--- src/rtl/host_link_ctrl.sv ---
// Host-side sequencer: streams host words into shared memory, starts the cores,
// waits for completion (optional watchdog), then dumps a memory window to the host.
module host_link_ctrl #(
    parameter int DATA_W         = 16,
    parameter int ADDR_W         = 16,
    parameter int MEM_WORDS      = 4096,
    parameter int DUMP_BASE      = 0,
    parameter int DUMP_WORDS     = 1024,
    parameter int TIMEOUT_CYCLES = 0
) (
    input  logic              clk,
    input  logic              rst_n,
    input  logic              load_start,
    input  logic [DATA_W-1:0] in_data,
    input  logic              in_valid,
    input  logic              load_done,
    output logic [ADDR_W-1:0] mem_addr,
    output logic [DATA_W-1:0] mem_wdata,
    output logic              mem_wr_en,
    output logic              mem_rd_en,
    input  logic [DATA_W-1:0] mem_rdata,
    output logic [1:0]        status,
    output logic              proc_start,
    input  logic              proc_done,
    output logic [DATA_W-1:0] out_data,
    output logic              out_valid,
    input  logic              out_ready,
    output logic              out_start,
    output logic              out_done,
    output logic [ADDR_W:0]   load_count,
    output logic              err_overflow,
    output logic              err_timeout
);

    localparam int CW = ADDR_W + 1;
    localparam int TW = $clog2(TIMEOUT_CYCLES + 1) + 1;
    localparam logic [CW-1:0]     MEM_LIM = CW'(MEM_WORDS);
    localparam logic [CW-1:0]     DUMP_N  = CW'(DUMP_WORDS);
    localparam logic [ADDR_W-1:0] BASE    = ADDR_W'(DUMP_BASE);
    localparam logic [TW-1:0]     TMO     = TW'(TIMEOUT_CYCLES);

    // State encoding doubles as the phase code the cores observe.
    typedef enum logic [1:0] {
        S_LOAD = 2'b00,
        S_RUN  = 2'b01,
        S_DUMP = 2'b10,
        S_IDLE = 2'b11
    } state_t;

    state_t state, state_nxt;

    logic [CW-1:0]     wptr;
    logic [ADDR_W-1:0] wr_addr_q;
    logic [ADDR_W-1:0] rptr;
    logic [ADDR_W-1:0] last_rd;
    logic [CW-1:0]     rd_left;
    logic [CW-1:0]     xfer_left;
    logic [TW-1:0]     wdog;

    logic in_dump, wr_ok, issue, stall, xfer, last_xfer, tmo_hit;

    assign in_dump   = (state == S_DUMP);
    assign wr_ok     = in_valid && (wptr < MEM_LIM);
    assign issue     = in_dump && (rd_left != '0) && (!out_valid || out_ready);
    assign stall     = in_dump && out_valid && !out_ready;
    assign xfer      = in_dump && out_valid && out_ready;
    assign last_xfer = xfer && (xfer_left == CW'(1));
    assign tmo_hit   = (TIMEOUT_CYCLES != 0) && (wdog == TMO);

    assign status     = state;
    assign load_count = wptr;
    assign out_data   = mem_rdata;
    // Re-reading the in-flight address on a stall keeps mem_rdata/out_data steady.
    assign mem_rd_en  = issue || stall;
    assign mem_addr   = in_dump ? (issue ? rptr : last_rd) : wr_addr_q;

    always_ff @(posedge clk or negedge rst_n) begin
        if (!rst_n) state <= S_IDLE;
        else        state <= state_nxt;
    end

    always_comb begin
        state_nxt = state;
        case (state)
            S_IDLE: if (load_start)           state_nxt = S_LOAD;
            S_LOAD: if (load_done)            state_nxt = S_RUN;
            S_RUN:  if (proc_done || tmo_hit) state_nxt = S_DUMP;
            S_DUMP: if (last_xfer)            state_nxt = S_IDLE;
            default:                          state_nxt = S_IDLE;
        endcase
    end

    always_ff @(posedge clk or negedge rst_n) begin
        if (!rst_n) begin
            wptr         <= '0;
            wr_addr_q    <= '0;
            mem_wdata    <= '0;
            mem_wr_en    <= 1'b0;
            rptr         <= '0;
            last_rd      <= '0;
            rd_left      <= '0;
            xfer_left    <= '0;
            wdog         <= '0;
            proc_start   <= 1'b0;
            out_valid    <= 1'b0;
            out_start    <= 1'b0;
            out_done     <= 1'b0;
            err_overflow <= 1'b0;
            err_timeout  <= 1'b0;
        end else begin
            mem_wr_en  <= 1'b0;
            proc_start <= 1'b0;
            out_start  <= 1'b0;
            out_done   <= 1'b0;
            case (state)
                S_IDLE: begin
                    if (load_start) begin
                        wptr         <= '0;
                        err_overflow <= 1'b0;
                        err_timeout  <= 1'b0;
                    end
                end
                S_LOAD: begin
                    if (wr_ok) begin
                        mem_wr_en <= 1'b1;
                        wr_addr_q <= wptr[ADDR_W-1:0];
                        mem_wdata <= in_data;
                        wptr      <= wptr + CW'(1);
                    end else if (in_valid) begin
                        err_overflow <= 1'b1;
                    end
                    if (load_done) begin
                        proc_start <= 1'b1;
                        wdog       <= '0;
                    end
                end
                S_RUN: begin
                    wdog <= wdog + TW'(1);
                    if (proc_done || tmo_hit) begin
                        // A completion on the limit cycle takes priority over the watchdog.
                        if (!proc_done) err_timeout <= 1'b1;
                        out_start <= 1'b1;
                        rptr      <= BASE;
                        last_rd   <= BASE;
                        rd_left   <= DUMP_N;
                        xfer_left <= DUMP_N;
                        out_valid <= 1'b0;
                    end
                end
                S_DUMP: begin
                    if (issue) begin
                        last_rd   <= rptr;
                        if (rd_left != CW'(1)) rptr <= rptr + ADDR_W'(1);
                        rd_left   <= rd_left - CW'(1);
                        out_valid <= 1'b1;
                    end else if (xfer) begin
                        out_valid <= 1'b0;
                    end
                    if (xfer) xfer_left <= xfer_left - CW'(1);
                    if (last_xfer) out_done <= 1'b1;
                end
                default: ;
            endcase
        end
    end

endmodule

--- config.mk ---
export PLATFORM = sky130hd
export DESIGN_NAME = host_link_ctrl
export DESIGN_NICKNAME = d
export VERILOG_FILES = /design/src/rtl/host_link_ctrl.sv
export SDC_FILE = /design/constraint.sdc
export NUM_CORES = 1
export LEC_CHECK = 0
export CORE_MARGIN = 3
export CORE_UTILIZATION = 48
export DETAILED_ROUTE_END_ITERATION = 6
export HOLD_SLACK_MARGIN = 0.05
export PLACE_DENSITY_LB_ADDON = 0.25
export SETUP_SLACK_MARGIN = 0.3
export SLEW_MARGIN = 25
export SYNTH_ARGS = -nofsm -noshare
export SYNTH_HDL_FRONTEND = slang
export SYNTH_SLANG_ARGS = --single-unit
export TNS_END_PERCENT = 30
--- constraint.sdc ---
create_clock -name clk -period 3.13 [get_ports clk]
set_input_delay 0.939 -clock clk [delete_from_list [all_inputs] [get_ports clk]]
set_output_delay 0.939 -clock clk [all_outputs]
set_load 0.1 [all_outputs]
==> results.json <==
{
  "outcome": "finished, violations left",
  "violations": "setup timing",
  "grt_use_met1_pct": 32.4,
  "ff2ff_path_depth": 7,
  "wl_per_cell_um": 18.1,
  "clk_path_buf_depth": 2,
  "io_buffer_count": 80,
  "r2r_end": "xfer_left[15]",
  "yosysWarningCount": 0,
  "hp-class": "primary input to asynchronous set/reset pin",
  "core_area_mm2": 0.0127,
  "ys_seq_area_share_pct": 49.2,
  "endpoint": "mem_addr[1]",
  "syn_area_per_cell_um2": 9.20,
  "path_class": "flip-flop to output pin",
  "drive_gt1_share_pct": 24.9,
  "path_cells": "inv_2, ha_4, nor4b_4, nand4_1, buf_6, nand2_8, buf_12, mux2i_4, a21oi_4, buf_12",
  "clk_latency_ns": 0.42,
  "slew-limit-headroom_pct": 48.5,
  "gr-usage-all-layers_pct": 25.3,
  "async_flop_share_pct": 100,
  "synthFlopType": "dfrtp_1",
  "crit_cells": 10,
  "setup_viol": 15,
  "io_pins": 114,
  "synth-edff-count": 0,
  "die_area_mm2": 0.0145,
  "antenna_cells": 0,
  "routed_via_density": 5.91,
  "num_vias": 5671,
  "cts-root-buf": "clkbuf_16",
  "cts_buffers": 17,
  "tightest_slew_ns": 0.750,
  "power.density_mw_per_mm2": 1150,
  "met2_usage_pct": 40.9,
  "hpwl_um": 11500,
  "fin_cells": 960,
  "antenna_found_initial": 0,
  "hold_buffers": 0,
  "place_congestion": 0.858,
  "rows": 41,
  "timing.critical_path.from_type": "flip-flop",
  "grt_remaining_overflow": 0,
  "die_h_um": 120,
  "crit_top_cell": "buf_12",
  "crit_fanout": 7,
  "ir_drop_mv": 0.850,
  "cap_viol_max_count": 0,
  "grt_pass1_wl_um": 29000,
  "synth_cells": 681,
  "top_usage_layer": "met2",
  "min_period_over_period_pct": 104,
  "drt_first_iter_violations": 456,
  "rsz0062_at_grt": "yes",
  "nets": 826,
  "syn_area_mm2": 0.00627,
  "grt_pass1_vias": 5715,
  "skew_ns": 0.00961,
  "synth_cell_types": 53,
  "setup_ws_ns": -0.129,
  "drtPass1Iterations": 5,
  "period_needed_ns": 3.26,
  "p_total_mw": 9.94,
  "grt_use_met3_pct": 6.59,
  "ys_ff_latch": 123,
  "cts_tree": "yes",
  "clkTransAtPathRegs_ns": 0.06,
  "place_inst": 918,
  "area_growth_pct": 38.0,
  "critPathLaunch": "rd_left[0]",
  "wl_um": 17400,
  "h-tree-depth": 4,
  "p_leak_nw": 3.75,
  "postRouteAntennaNets": 0,
  "drv_slew": 0,
  "slowest_stage": "dfrtp_1",
  "initial_core_util_pct": 49.5,
  "timing_hold_violations_final": 0,
  "critPathRequiredTime_ns": 2.19,
  "grt_start_max_net_pins": 78,
  "critPathArrivalTime_ns": 2.32,
  "drc": 0,
  "rr_startpoint": "status[1]",
  "r2r_slack_ns": 0.51,
  "slowest_delay_ns": 0.38,
  "critPathTopFamily": "buffers and inverters",
  "die_w_um": 120,
  "synth_nets": 731,
  "clock-sinks": 123,
  "worst-path-buf-inv": 4,
  "critPathCaptureType": "output pin",
  "fmax_mhz": 307
}
## layer usage
layer / vias up / part of all wire [%]
met5: - / 0
met3: 54 / 6.4
met4: 0 / 2.6
met1: 2799 / 41
li1: 2608 / -
met2: 210 / 50
## metrics by stage
step / hold slack [ns] / util [%] / setup WS (ns) / area (µm²) / setup TNS [ns]
final: 0.455 / 68.2 / -0.129 / 8650 / -1.34
after CTS: 0.460 / 67.9 / -0.131 / 8600 / -1.39
after global placement: 0.465 / 60.5 / -0.267 / 7670 / -3.75
after floorplan: 0.442 / - / -0.0265 / 6620 / -0.242
after detailed placement: 0.464 / 60.5 / -0.316 / 7670 / -4.10
after global routing: 0.461 / 68.2 / -0.252 / 8650 / -3.37
## worst reg2reg max path, cell delays in order, from the launching register on
cell,delay [ns]
dfstp_4,0.65
ha_4,0.34
buf_12,0.24
mux2_2,0.24
nand3_1,0.11
or3_4,0.38
or4_1,0.41
a21oi_1,0.17
## synthesized netlist by cell type (all sizes together) (2+ instances only)
cell type | instances | area (µm²)
o41ai | 3 | 26.3
nor2 | 45 | 169
inv | 19 | 71.3
clkbuf | 32 | 121
ha | 11 | 138
nor3 | 19 | 95.1
nand3 | 28 | 140
and2 | 7 | 43.8
nand4 | 13 | 81.3
a31o | 2 | 17.5
o21a | 3 | 22.5
mux2i | 12 | 120
o21ai | 27 | 135
a211oi | 2 | 15.0
nor4b | 5 | 43.8
o221ai | 6 | 52.6
a21oi | 33 | 165
o211ai | 17 | 128
nor2b | 8 | 50.1
dfrtp | 121 | 3030
nor4 | 8 | 50.1
a32oi | 2 | 17.5
and4 | 5 | 43.8
or4 | 4 | 30.0
or3 | 20 | 125
nor3b | 3 | 22.5
dfstp | 2 | 52.6
xnor2 | 13 | 114
nand4b | 2 | 17.5
and3 | 6 | 37.5
buf | 23 | 154
a311oi | 3 | 26.3
a31oi | 7 | 43.8
nand2b | 6 | 37.5
xor2 | 2 | 17.5
nand2 | 119 | 447
a22o | 17 | 149
o31ai | 13 | 97.6
mux2 | 4 | 45.0
## how the worst min path moves through the flow
stage	start	endpoint
3_5_place_dp	mem_wdata[11]	mem_wdata[11]
5_1_grt	rst_n	rd_left[5]
3_3_place_gp	mem_wdata[6]	mem_wdata[6]
4_1_cts	rst_n	rd_left[16]
6_report	rst_n	rptr[4]
2_1_floorplan	xfer_left[16]	out_done
## state kept, by name (all words and copies together) (netlist names)
| register | flops |
|---|---|
| mem_wdata | 16 |
| load_count | 17 |
| out_valid | 1 |
| last_rd | 16 |
| rd_left | 17 |
| xfer_left | 17 |
| mem_wr_en | 1 |
| wr_addr_q | 16 |
| out_start | 1 |
| status | 2 |
| err_overflow | 1 |
| rptr | 16 |
| proc_start | 1 |
| out_done | 1 |
## final cells by class
cell class                      instances  area [µm²]
Timing Repair Buffer                  131        1340
Sequential cell                       123        3090
Tap cell                              172         215
Inverter                               19        73.8
Clock inverter                         14         170
Fill cell                             983        4020
Clock buffer                           17         425
Multi-Input combinational cell        484        3330
## where the power goes
group | internal, mW | switching (mW)
clock | 1.25 | 0.738
combinational | 1.84 | 3.77
sequential | 1.96 | 0.379
## layout by cell type, fill, tap and decap left out, types with 19 or more instances in the layout
cell type / synthesis / final
nor2_1: 45 / 45
nand2_1: 119 / 118
o21ai_0: 26 / 26
a21oi_1: 33 / 22
buf_12: 0 / 21
dfrtp_1: 121 / 119
nor3_1: 19 / 19
nand3_1: 28 / 26
or3_1: 20 / 19
buf_4: 17 / 83
clkdlybuf4s50_1: 0 / 20
## cell families after synthesis
logic type               Yosys count  synth area share (%)
adder cells (fa/ha/maj)           11                  2.20
AND/OR/NAND/NOR                  301                  23.3
flip-flops                       123                  49.2
XOR/XNOR                          15                  2.10
AO/OA/AOI/OAI                    140                  15.0
buffers and inverters             74                  5.53
multiplexers                      16                  2.64
other                              1                0.0598
## what timing repair did
item | CTS | global route
cloned | 1 | 0
endpoints found under the setup margin | 18 | 19
gates resized for setup | 46 | 5
pin swaps | 8 | 3
setup buffers | 9 | 1
(Power assumes the default switching activity.)
